[src/rtl/conv_ch_accum.sv]
// Multi-channel convolution accumulator.
// An input register, a product stage, a window-sum stage and an accumulate/output
// stage. A channel counter tags beats first/last so that partial sums over
// several input channels collapse into one biased, ReLU'd, saturated result.
module conv_ch_accum #(
    parameter int MULT   = 0,
    parameter int useCLA = 0,
    parameter int KERNEL = 3,
    parameter int N      = 4,
    parameter int M      = 4,
    parameter int E      = 4,
    parameter int CH_MAX = 4,
    parameter int CE     = 2,
    parameter int SIGNED = 0,
    parameter int OUT_W  = 8,
    localparam int ACC_W = N + M + E + CE + 1
) (
    input  logic                            clk,
    input  logic                            rst,
    input  logic [KERNEL*KERNEL*N-1:0]      data2conv,
    input  logic [KERNEL*KERNEL*M-1:0]      w,
    input  logic                            en_in,
    output logic                            in_ready,
    input  logic [CE:0]                     cfg_ch,
    input  logic                            cfg_relu,
    input  logic signed [ACC_W-1:0]         bias,
    output logic [OUT_W-1:0]                d_out,
    output logic                            en_out,
    input  logic                            out_ready
);
    localparam int K2  = KERNEL * KERNEL;
    localparam int P_W = N + M;
    localparam int S_W = N + M + E;
    localparam int R_W = ACC_W + 1;
    localparam logic signed [R_W-1:0] HI = (SIGNED != 0) ? R_W'((64'sd1 <<< (OUT_W - 1)) - 64'sd1)
                                                         : R_W'((64'sd1 <<< OUT_W) - 64'sd1);
    localparam logic signed [R_W-1:0] LO = (SIGNED != 0) ? R_W'(-(64'sd1 <<< (OUT_W - 1)))
                                                         : R_W'(64'sd0);

    // Window-sum adders: bit-level ripple or flattened lookahead carries.
    function automatic logic [S_W-1:0] add_rca(input logic [S_W-1:0] a, input logic [S_W-1:0] b);
        logic [S_W-1:0] s;
        logic c;
        c = 1'b0;
        for (int i = 0; i < S_W; i++) begin
            s[i] = a[i] ^ b[i] ^ c;
            c    = (a[i] & b[i]) | (c & (a[i] ^ b[i]));
        end
        return s;
    endfunction

    function automatic logic [S_W-1:0] add_cla(input logic [S_W-1:0] a, input logic [S_W-1:0] b);
        logic [S_W-1:0] g, p;
        logic [S_W:0]   c;
        logic           t;
        g = a & b;
        p = a ^ b;
        c = '0;
        for (int i = 0; i < S_W; i++) begin
            c[i+1] = g[i];
            t      = p[i];
            for (int j = i - 1; j >= 0; j--) begin
                c[i+1] = c[i+1] | (t & g[j]);
                t      = t & p[j];
            end
        end
        return p ^ c[S_W-1:0];
    endfunction

    function automatic logic [S_W-1:0] add_w(input logic [S_W-1:0] a, input logic [S_W-1:0] b);
        if (useCLA != 0) return add_cla(a, b);
        else             return add_rca(a, b);
    endfunction

    // Shift-and-add multiplier with a full-adder row per partial product.
    function automatic logic [P_W-1:0] mul_fa(input logic [P_W-1:0] a, input logic [P_W-1:0] b);
        logic [P_W-1:0] acc, pp;
        logic s, c;
        acc = '0;
        for (int i = 0; i < P_W; i++) begin
            pp = b[i] ? (a << i) : '0;
            c  = 1'b0;
            for (int j = 0; j < P_W; j++) begin
                s      = acc[j] ^ pp[j] ^ c;
                c      = (acc[j] & pp[j]) | (c & (acc[j] ^ pp[j]));
                acc[j] = s;
            end
        end
        return acc;
    endfunction

    function automatic logic [P_W-1:0] ext_d(input logic [N-1:0] x);
        if (SIGNED != 0) return P_W'($signed(x));
        else             return P_W'(x);
    endfunction

    function automatic logic [P_W-1:0] ext_w(input logic [M-1:0] x);
        if (SIGNED != 0) return P_W'($signed(x));
        else             return P_W'(x);
    endfunction

    function automatic logic [S_W-1:0] ext_p(input logic [P_W-1:0] x);
        if (SIGNED != 0) return S_W'($signed(x));
        else             return S_W'(x);
    endfunction

    logic stall, adv, take;
    assign stall    = en_out & ~out_ready;
    assign adv      = ~stall;
    assign in_ready = adv;
    assign take     = en_in & adv;

    logic [CE:0] cnt, ch_reg, ch_cfg, ch_now;
    logic        relu_reg, first_in, last_in, relu_now;

    // Clamp the requested channel count into 1..CH_MAX.
    always_comb begin
        ch_cfg = cfg_ch;
        if (cfg_ch == '0)                         ch_cfg = (CE+1)'(1);
        else if (cfg_ch > (CE+1)'(CH_MAX))        ch_cfg = (CE+1)'(CH_MAX);
    end

    assign first_in = (cnt == '0);
    assign ch_now   = first_in ? ch_cfg : ch_reg;
    assign last_in  = ((cnt + (CE+1)'(1)) == ch_now);
    assign relu_now = first_in ? cfg_relu : relu_reg;

    // Channel counter; config is latched on the first beat of every output.
    always_ff @(posedge clk) begin
        if (!rst) begin
            cnt      <= '0;
            ch_reg   <= '0;
            relu_reg <= 1'b0;
        end else if (take) begin
            cnt <= last_in ? '0 : cnt + (CE+1)'(1);
            if (first_in) begin
                ch_reg   <= ch_cfg;
                relu_reg <= cfg_relu;
            end
        end
    end

    logic [K2*N-1:0]          d0;
    logic [K2*M-1:0]          w0;
    logic                     v0, f0, l0, relu0;
    logic signed [ACC_W-1:0]  b0;

    // Input register: captures the accepted beat and its tags.
    always_ff @(posedge clk) begin
        if (!rst) begin
            v0 <= 1'b0; f0 <= 1'b0; l0 <= 1'b0; relu0 <= 1'b0;
            d0 <= '0; w0 <= '0; b0 <= '0;
        end else if (adv) begin
            v0 <= en_in;
            if (en_in) begin
                d0 <= data2conv; w0 <= w;
                f0 <= first_in; l0 <= last_in; relu0 <= relu_now; b0 <= bias;
            end
        end
    end

    logic [K2-1:0][P_W-1:0] prod, p1;
    logic                   v1, f1, l1, relu1;
    logic signed [ACC_W-1:0] b1;

    for (genvar gi = 0; gi < K2; gi++) begin : g_mul
        logic [P_W-1:0] a, b;
        assign a = ext_d(d0[gi*N +: N]);
        assign b = ext_w(w0[gi*M +: M]);
        if (MULT != 0) begin : g_fa
            assign prod[gi] = mul_fa(a, b);
        end else begin : g_op
            assign prod[gi] = a * b;
        end
    end

    // Stage 1: register the per-tap products.
    always_ff @(posedge clk) begin
        if (!rst) begin
            v1 <= 1'b0; f1 <= 1'b0; l1 <= 1'b0; relu1 <= 1'b0;
            p1 <= '0; b1 <= '0;
        end else if (adv) begin
            v1 <= v0; f1 <= f0; l1 <= l0; relu1 <= relu0;
            p1 <= prod; b1 <= b0;
        end
    end

    logic [S_W-1:0]          wsum, s2;
    logic                    v2, f2, l2, relu2;
    logic signed [ACC_W-1:0] b2;

    // Reduce the products into the window sum; E guard bits keep it exact.
    always_comb begin
        wsum = '0;
        for (int i = 0; i < K2; i++) wsum = add_w(wsum, ext_p(p1[i]));
    end

    // Stage 2: register the window sum.
    always_ff @(posedge clk) begin
        if (!rst) begin
            v2 <= 1'b0; f2 <= 1'b0; l2 <= 1'b0; relu2 <= 1'b0;
            s2 <= '0; b2 <= '0;
        end else if (adv) begin
            v2 <= v1; f2 <= f1; l2 <= l1; relu2 <= relu1;
            s2 <= wsum; b2 <= b1;
        end
    end

    logic signed [ACC_W-1:0] acc, s2_x, acc_sum;
    logic signed [R_W-1:0]   r, rr;
    logic [OUT_W-1:0]        sat;

    // Accumulate, then bias, optional ReLU and clamp to the output range.
    always_comb begin
        s2_x    = (SIGNED != 0) ? ACC_W'($signed(s2)) : ACC_W'($signed({1'b0, s2}));
        acc_sum = (f2 ? '0 : acc) + s2_x;
        r       = {acc_sum[ACC_W-1], acc_sum} + {b2[ACC_W-1], b2};
        rr      = r;
        if (relu2 && rr < 0) rr = '0;
        if (rr > HI)      sat = HI[OUT_W-1:0];
        else if (rr < LO) sat = LO[OUT_W-1:0];
        else              sat = rr[OUT_W-1:0];
    end

    // Stage 3: keep the partial sum, or emit the result on the last channel.
    always_ff @(posedge clk) begin
        if (!rst) begin
            acc    <= '0;
            d_out  <= '0;
            en_out <= 1'b0;
        end else if (adv) begin
            en_out <= v2 & l2;
            if (v2) begin
                if (l2) begin
                    d_out <= sat;
                    acc   <= '0;
                end else begin
                    acc <= acc_sum;
                end
            end
        end
    end

endmodule

[config.mk]
export PLATFORM = sky130hd
export DESIGN_NAME = conv_ch_accum
export DESIGN_NICKNAME = d
export VERILOG_FILES = /design/src/rtl/conv_ch_accum.sv
export SDC_FILE = /design/constraint.sdc
export NUM_CORES = 1
export LEC_CHECK = 0
export CORE_ASPECT_RATIO = 0.6
export CORE_MARGIN = 1
export CORE_UTILIZATION = 40
export DETAILED_ROUTE_END_ITERATION = 12
export MAX_ROUTING_LAYER = met4
export SLEW_MARGIN = 20
export SYNTH_ARGS = -nofsm -noshare
export SYNTH_HDL_FRONTEND = slang
export SYNTH_SLANG_ARGS = --single-unit
[constraint.sdc]
create_clock -name clk -period 8.65 [get_ports clk]
set_input_delay 1.73 -clock clk [delete_from_list [all_inputs] [get_ports clk]]
set_output_delay 1.73 -clock clk [all_outputs]
set_load 0.03 [all_outputs]
==> results.toml, run 1 <==
[worst_hold_path]
holdCritPathClass = "reg2reg"
holdCritStartpoint = "b1[12]"
hold_depth = 2
holdPathEnd = "b1[12]"

[power]
internal_power_w = 0.00201
power.ir.vdd_worst_uv = 134
p_leak_nw = 7.78
pwr-share-comb_pct = 10.6
switching_share_pct = 25.2
clockPowerShare_pct = 45.0
pwr-share-seq_pct = 44.4
power.net_switching_w = 0.000677
power_density_nw_per_um2 = 153

[die]
die-height_um = 153
effective_utilization_at_floorplan_pct = 41.2
number_of_top_level_pins = 105
die_ar_um2 = 38700
fp-row-count = 54
fp.dieW_um = 253
core_area_um2 = 36800

[drt]
ant_nets = 0
drt_iter0_drc = 622
route.vias.total = 11900
wl_per_cell_um = 14.4
remaining_drc_errors = 0
route.detailed.vias_per_inst = 4.97
detailedRoute.firstPassIterationCount = 6
routed_wirelength_um = 34400

[sta]
skew_ns = 0.0174
finalHoldViolCount = 0
rsz0062_at_grt = "no"
finalSetupViolations = 0
maxClockFrequency_ghz = 0.123
layout_worst_path_cycle_share_pct = 94.2
fin_setup_tns_ns = 0
relSlewSlack_pct = 28.9
final-max-slew-violation-count = 0
finalWorstPathRequiredPeriod_ns = 8.15
worst_slew_pin_slew_ns = 1.07

[place]
placed_cells = 2350
detailed_place_hpwl_um = 25300
routability_driven_placement_congestion_ratio = 0.845
numPortBuffers = 103

[cells_and_area]
diodes = 0
mostFrequentLayoutCell = "sky130_fd_sc_hd__nand2_1"
registers.top_by_ff_count = "p1"
nets = 2227
drive_gt1_share_pct = 3.38
largest_register_ffs = 72
largestRegisters = "p1: 72 flops, d0: 36 flops, w0: 36 flops"
final_cell_mix = "465 x sky130_fd_sc_hd__nand2_1, 253 x sky130_fd_sc_hd__a21oi_1, 240 x sky130_fd_sc_hd__dfxtp_1"
area_delta_synth_final_pct = 15.4
fin_cells = 2398

[global_route]
antenna_found_initial = 0
grt_overflow = 0
grt_pass1_vias = 11500
grt_start_max_net_pins = 134
grt_first_pass_wirelength_um = 57900
grt_usage_pct = 18.5

[cts]
clk_pin_slew_worst_paths_ns = 0.06
tritoncts = "done"
cts_buffer_depth = 3
cts.sinks = 240
worst_skew_pair.late_latency_ns = 0.55
cts_setup_buffers = 0
cts-root-buf = "sky130_fd_sc_hd__clkbuf_16"
cts_hold_repair.buffers = 0
cts_buffers = 26
total_number_of_h_tree_levels = 1
postCtsResizedCells = 0

[critical_path]
required_worst_endpoint_ns = 9.11
critical_path.reg2reg.startpoint = "p1[0]"
timing.critical_path.to_type = "register"
crit_path_max_fanout = 2
arrival_ns = 8.62
kind_of_start_point_of_the_critical_path = "register"
rrSetupSlack_ns = 0.50
reg2reg_depth = 26
r2r-end = "s2[11]"
kind_of_critical_path = "reg2reg"

[logic_synthesis]
mappedNetlistNets = 2172
number_of_enable_flip_flop_cells_after_synthesis = 0
synthCells = 1819
synthesis.area_um2 = 15200
synth_cell_types = 58
synth-seq-cells = 240
syn-mean-instance-area_um2 = 8.34
async_flop_share_pct = 0
dominantRegCellSynth = "sky130_fd_sc_hd__dfxtp_1"
yosysSeqAreaShare_pct = 31.7
synthesis.yosys.warnings = 0

[run_status]
status = "complete, no violations"

[job]
maxCapViolCount = 0
-- worst max path at each step --
stage | startpoint | cells past startpoint | endpoint
after detailed placement | p1[0] | 26 | s2[11]
after global placement | p1[0] | 26 | s2[11]
final | p1[0] | 26 | s2[11]
after CTS | p1[8] | 26 | s2[11]
after global routing | p1[0] | 26 | s2[11]
after floorplan | p1[0] | 26 | s2[11]
-- area by class of cell --
type	instances	area, um2
timing repair buffer	108	1070
multi-input combinational	1370	9580
tap	504	631
inverter	128	488
clock buffer	37	752
sequential	240	4800
clock inverter	11	175
fill	3548	19300
-- cells by family after synthesis --
group	count (synthesis)	share of synthesized area, %
compound gates	364	13.9
xor+xnor	60	3.47
fa+ha+maj	258	26.1
buf+inv	209	5.24
flops	240	31.7
mux	2	0.132
simple gates	686	19.5
-- metal layers --
metal	up-vias	global-route usage [%]	share of wire [%]
li1	6076	-	-
met4	0	2.86	1.4
met3	38	2.81	4.8
met1	5601	28.5	54
met2	197	25.7	40
met5	-	-	0
-- synth_stat cells, drive strengths merged (8+ instances only) --
cell type	n	area, um2
nand2	466	1750
a21oi	254	1270
dfxtp	240	4800
ha	161	2010
inv	127	477
fa	97	1940
and2	80	500
clkbuf	71	267
nor2	67	259
xnor2	49	429
a211oi	20	150
nor2b	19	119
nand3	18	90.1
o21ai	17	85.1
a21o	13	97.6
nand2b	11	68.8
o21bai	11	82.6
xor2	11	96.3
buf	10	47.6
a22oi	8	60.1
-- worst max-delay path, stage by stage, from the launching register on --
cell	delay, ns
sky130_fd_sc_hd__dfxtp_1	0.34
sky130_fd_sc_hd__ha_1	0.15
sky130_fd_sc_hd__inv_1	0.04
sky130_fd_sc_hd__fa_1	0.48
sky130_fd_sc_hd__inv_1	0.06
sky130_fd_sc_hd__fa_1	0.53
sky130_fd_sc_hd__fa_1	0.61
sky130_fd_sc_hd__fa_1	0.48
sky130_fd_sc_hd__fa_1	0.43
sky130_fd_sc_hd__fa_1	0.54
sky130_fd_sc_hd__fa_1	0.45
sky130_fd_sc_hd__fa_1	0.42
sky130_fd_sc_hd__fa_1	0.39
sky130_fd_sc_hd__fa_1	0.41
sky130_fd_sc_hd__fa_1	0.41
sky130_fd_sc_hd__fa_1	0.49
sky130_fd_sc_hd__inv_1	0.05
sky130_fd_sc_hd__fa_1	0.43
sky130_fd_sc_hd__fa_1	0.38
sky130_fd_sc_hd__inv_1	0.06
sky130_fd_sc_hd__ha_1	0.14
sky130_fd_sc_hd__ha_1	0.14
sky130_fd_sc_hd__ha_1	0.15
sky130_fd_sc_hd__xnor2_1	0.13
sky130_fd_sc_hd__xnor2_1	0.13
sky130_fd_sc_hd__nand2_1	0.07
sky130_fd_sc_hd__a21oi_1	0.16
-- metrics by stage --
stage          total power [W]  hold slack, ns  utilization (%)  setup WS, ns  cell area, um2
2_1_floorplan          0.00139           0.427                -          1.05           15200
3_3_place_gp           0.00150           0.434             45.0         0.624           16600
3_5_place_dp           0.00150           0.445             45.0         0.476           16600
4_1_cts                0.00272           0.454             47.5         0.442           17500
5_1_grt                0.00281           0.471             47.5        0.0818           17500
6_report               0.00268           0.453             47.5         0.500           17500
-- power by group through the flow --
stage                     Clock (W)  Sequential, W  Combinational [W]
final                       0.00121        0.00119           0.000285
after global routing        0.00128        0.00120           0.000324
after CTS                   0.00124        0.00119           0.000288
after detailed placement          0        0.00121           0.000285
after global placement            0        0.00121           0.000282
after floorplan                   0        0.00120           0.000190
No activity file was read; power rests on OpenSTA's default activity.
==> inputs of run 2 (changes only) <==
- CORE_UTILIZATION: 40 -> 38
- SKIP_CTS_REPAIR_TIMING: not set -> 1
==> run 2 against run 1 <==
Global-route usage shrank 0.66 points. Non-clock buffer count increased by 1. Largest power group is now registers. Critical path type unchanged. Power fell by 6.0%. Largest cell class unchanged. Count of clock-buffer cells in the layout decreased by 2. Clock skew down 0.0049 ns.
==> results.toml, run 2 (same netlist as run 1, synthesis figures left out) <==
[global_route]
grt_pass1_vias = 11500
grt_start_max_net_pins = 97
grt_overflow = 0
grt_usage_pct = 17.9
antenna_found_initial = 0
grt_first_pass_wirelength_um = 58300

[die]
fp-row-count = 56
effective_utilization_at_floorplan_pct = 38.7
core_area_um2 = 39200
die-height_um = 157
number_of_top_level_pins = 105
die_ar_um2 = 40700
fp.dieW_um = 260

[cts]
cts_buffer_depth = 3
cts_buffers = 25
total_number_of_h_tree_levels = 1
tritoncts = "done"
worst_skew_pair.late_latency_ns = 0.54
cts.sinks = 240
clk_pin_slew_worst_paths_ns = 0.06
cts-root-buf = "sky130_fd_sc_hd__clkbuf_16"

[power]
power_density_nw_per_um2 = 145
clockPowerShare_pct = 41.4
power.ir.vdd_worst_uv = 130
pwr-share-comb_pct = 11.4
p_leak_nw = 7.72
switching_share_pct = 26.0
internal_power_w = 0.00187
pwr-share-seq_pct = 47.2
power.net_switching_w = 0.000655

[sta]
maxClockFrequency_ghz = 0.123
finalWorstPathRequiredPeriod_ns = 8.10
relSlewSlack_pct = 30.4
layout_worst_path_cycle_share_pct = 93.6
rsz0062_at_grt = "no"
skew_ns = 0.0125
finalSetupViolations = 0
worst_slew_pin_slew_ns = 1.04
final-max-slew-violation-count = 0
fin_setup_tns_ns = 0
setup_ws_ns = 0.552
finalHoldViolCount = 0

[cells_and_area]
final_area_um2 = 17400
diodes = 0
registers.top_by_ff_count = "p1"
drive_gt1_share_pct = 3.33
area_delta_synth_final_pct = 14.7
largestRegisters = "p1: 72 flops, d0: 36 flops, w0: 36 flops"
fillCellCount = 3850
fin_cells = 2413
final_cell_mix = "465 x sky130_fd_sc_hd__nand2_1, 253 x sky130_fd_sc_hd__a21oi_1, 240 x sky130_fd_sc_hd__dfxtp_1"
nets = 2227
mostFrequentLayoutCell = "sky130_fd_sc_hd__nand2_1"
largest_register_ffs = 72

[drt]
ant_nets = 0
routed_wirelength_um = 34300
route.detailed.vias_per_inst = 4.94
detailedRoute.firstPassIterationCount = 7
drt_iter0_drc = 705
wl_per_cell_um = 14.2
remaining_drc_errors = 0
route.vias.total = 11900

[place]
dpl_cell_area_um2 = 16600
placement.setup.worst_slack_ns = 0.529
placed_cells = 2368
routability_driven_placement_congestion_ratio = 0.834
numPortBuffers = 103
detailed_place_hpwl_um = 25200

[worst_hold_path]
holdCritStartpoint = "p1[11]"
holdCritPathClass = "reg2reg"

[critical_path]
timing.critical_path.from = "p1[8]"
required_worst_endpoint_ns = 9.11
timing.critical_path.to_type = "register"
critical_path.reg2reg.startpoint = "p1[8]"
arrival_ns = 8.56
kind_of_critical_path = "reg2reg"
kind_of_start_point_of_the_critical_path = "register"
crit_path_max_fanout = 2

[job]
maxCapViolCount = 0

[run_status]
status = "complete, no violations"
## run 2: changes by cell type in the layout (fill, tap and decap cells not counted), sizes merged
cell	previous run	this run
bufinv	4	0
clkinv	5	8
clkbuf	37	35
buf	5	6
inv	129	128
## run 2: area by class of cell
type                       instances  area (um2)  area share (%)
multi-input combinational       1370        9580            55.1
clock inverter                     9        47.5           0.273
inverter                         128         488            2.80
sequential                       240        4800            27.6
clock buffer                      35         733            4.21
tap                              522         653            3.75
timing repair buffer             109        1090            6.26
## run 2: final timing paths
check	to	slack [ns]	depth (start not counted)
worst max-delay path	s2[11]	0.55	26
worst min-delay path	p1[11]	0.45	2
worst max register to register	s2[11]	0.55	26
worst min register to register	p1[11]	0.45	2
## run 2: metrics by stage
stage | power [W] | utilization [%] | hold slack [ns]
global route | 0.00265 | 44.4 | 0.471
detailed placement | 0.00150 | 42.4 | 0.447
CTS | 0.00256 | 44.4 | 0.455
floorplan | 0.00139 | - | 0.427
global placement | 0.00150 | 42.4 | 0.434
finish | 0.00252 | 44.4 | 0.451
## run 2: power groups by stage
stage | Combinational (W) | Sequential [W] | Clock [W]
floorplan | 0.000190 | 0.00120 | 0
global placement | 0.000283 | 0.00121 | 0
detailed placement | 0.000289 | 0.00121 | 0
CTS | 0.000292 | 0.00119 | 0.00108
global route | 0.000326 | 0.00120 | 0.00112
finish | 0.000287 | 0.00119 | 0.00104
## run 2: layer usage
| metal | share of wire [%] | GRT usage, % | up-vias | wire length [um] |
|---|---|---|---|---|
| met3 | 3.9 | 2.40 | 36 | 1350 |
| met1 | 55 | 27.6 | 5617 | 18900 |
| met4 | 1.4 | 3.00 | 0 | 492 |
| li1 | - | - | 6084 | - |
| met5 | 0 | - | - | 0 |
| met2 | 40 | 24.5 | 176 | 13600 |
## run 2: worst max-delay path, stage by stage, from the launching register on
cell	delay, ns
sky130_fd_sc_hd__dfxtp_1	0.34
sky130_fd_sc_hd__ha_1	0.14
sky130_fd_sc_hd__inv_1	0.04
sky130_fd_sc_hd__fa_1	0.37
sky130_fd_sc_hd__fa_1	0.50
sky130_fd_sc_hd__inv_1	0.06
sky130_fd_sc_hd__fa_1	0.40
sky130_fd_sc_hd__fa_1	0.56
sky130_fd_sc_hd__fa_1	0.49
sky130_fd_sc_hd__fa_1	0.43
sky130_fd_sc_hd__fa_1	0.41
sky130_fd_sc_hd__fa_1	0.40
sky130_fd_sc_hd__fa_1	0.48
sky130_fd_sc_hd__fa_1	0.51
sky130_fd_sc_hd__fa_1	0.51
sky130_fd_sc_hd__fa_1	0.52
sky130_fd_sc_hd__inv_1	0.06
sky130_fd_sc_hd__fa_1	0.42
sky130_fd_sc_hd__fa_1	0.38
sky130_fd_sc_hd__inv_1	0.07
sky130_fd_sc_hd__ha_1	0.13
sky130_fd_sc_hd__ha_1	0.14
sky130_fd_sc_hd__ha_1	0.15
sky130_fd_sc_hd__xnor2_1	0.13
sky130_fd_sc_hd__xnor2_1	0.13
sky130_fd_sc_hd__nand2_1	0.07
sky130_fd_sc_hd__a21oi_1	0.18
==> inputs of run 3 (changes only) <==
- HOLD_SLACK_MARGIN: not set -> 0.03
==> results of run 3 <==
The final DEF is identical to that of run 2; final timing and power are the same.
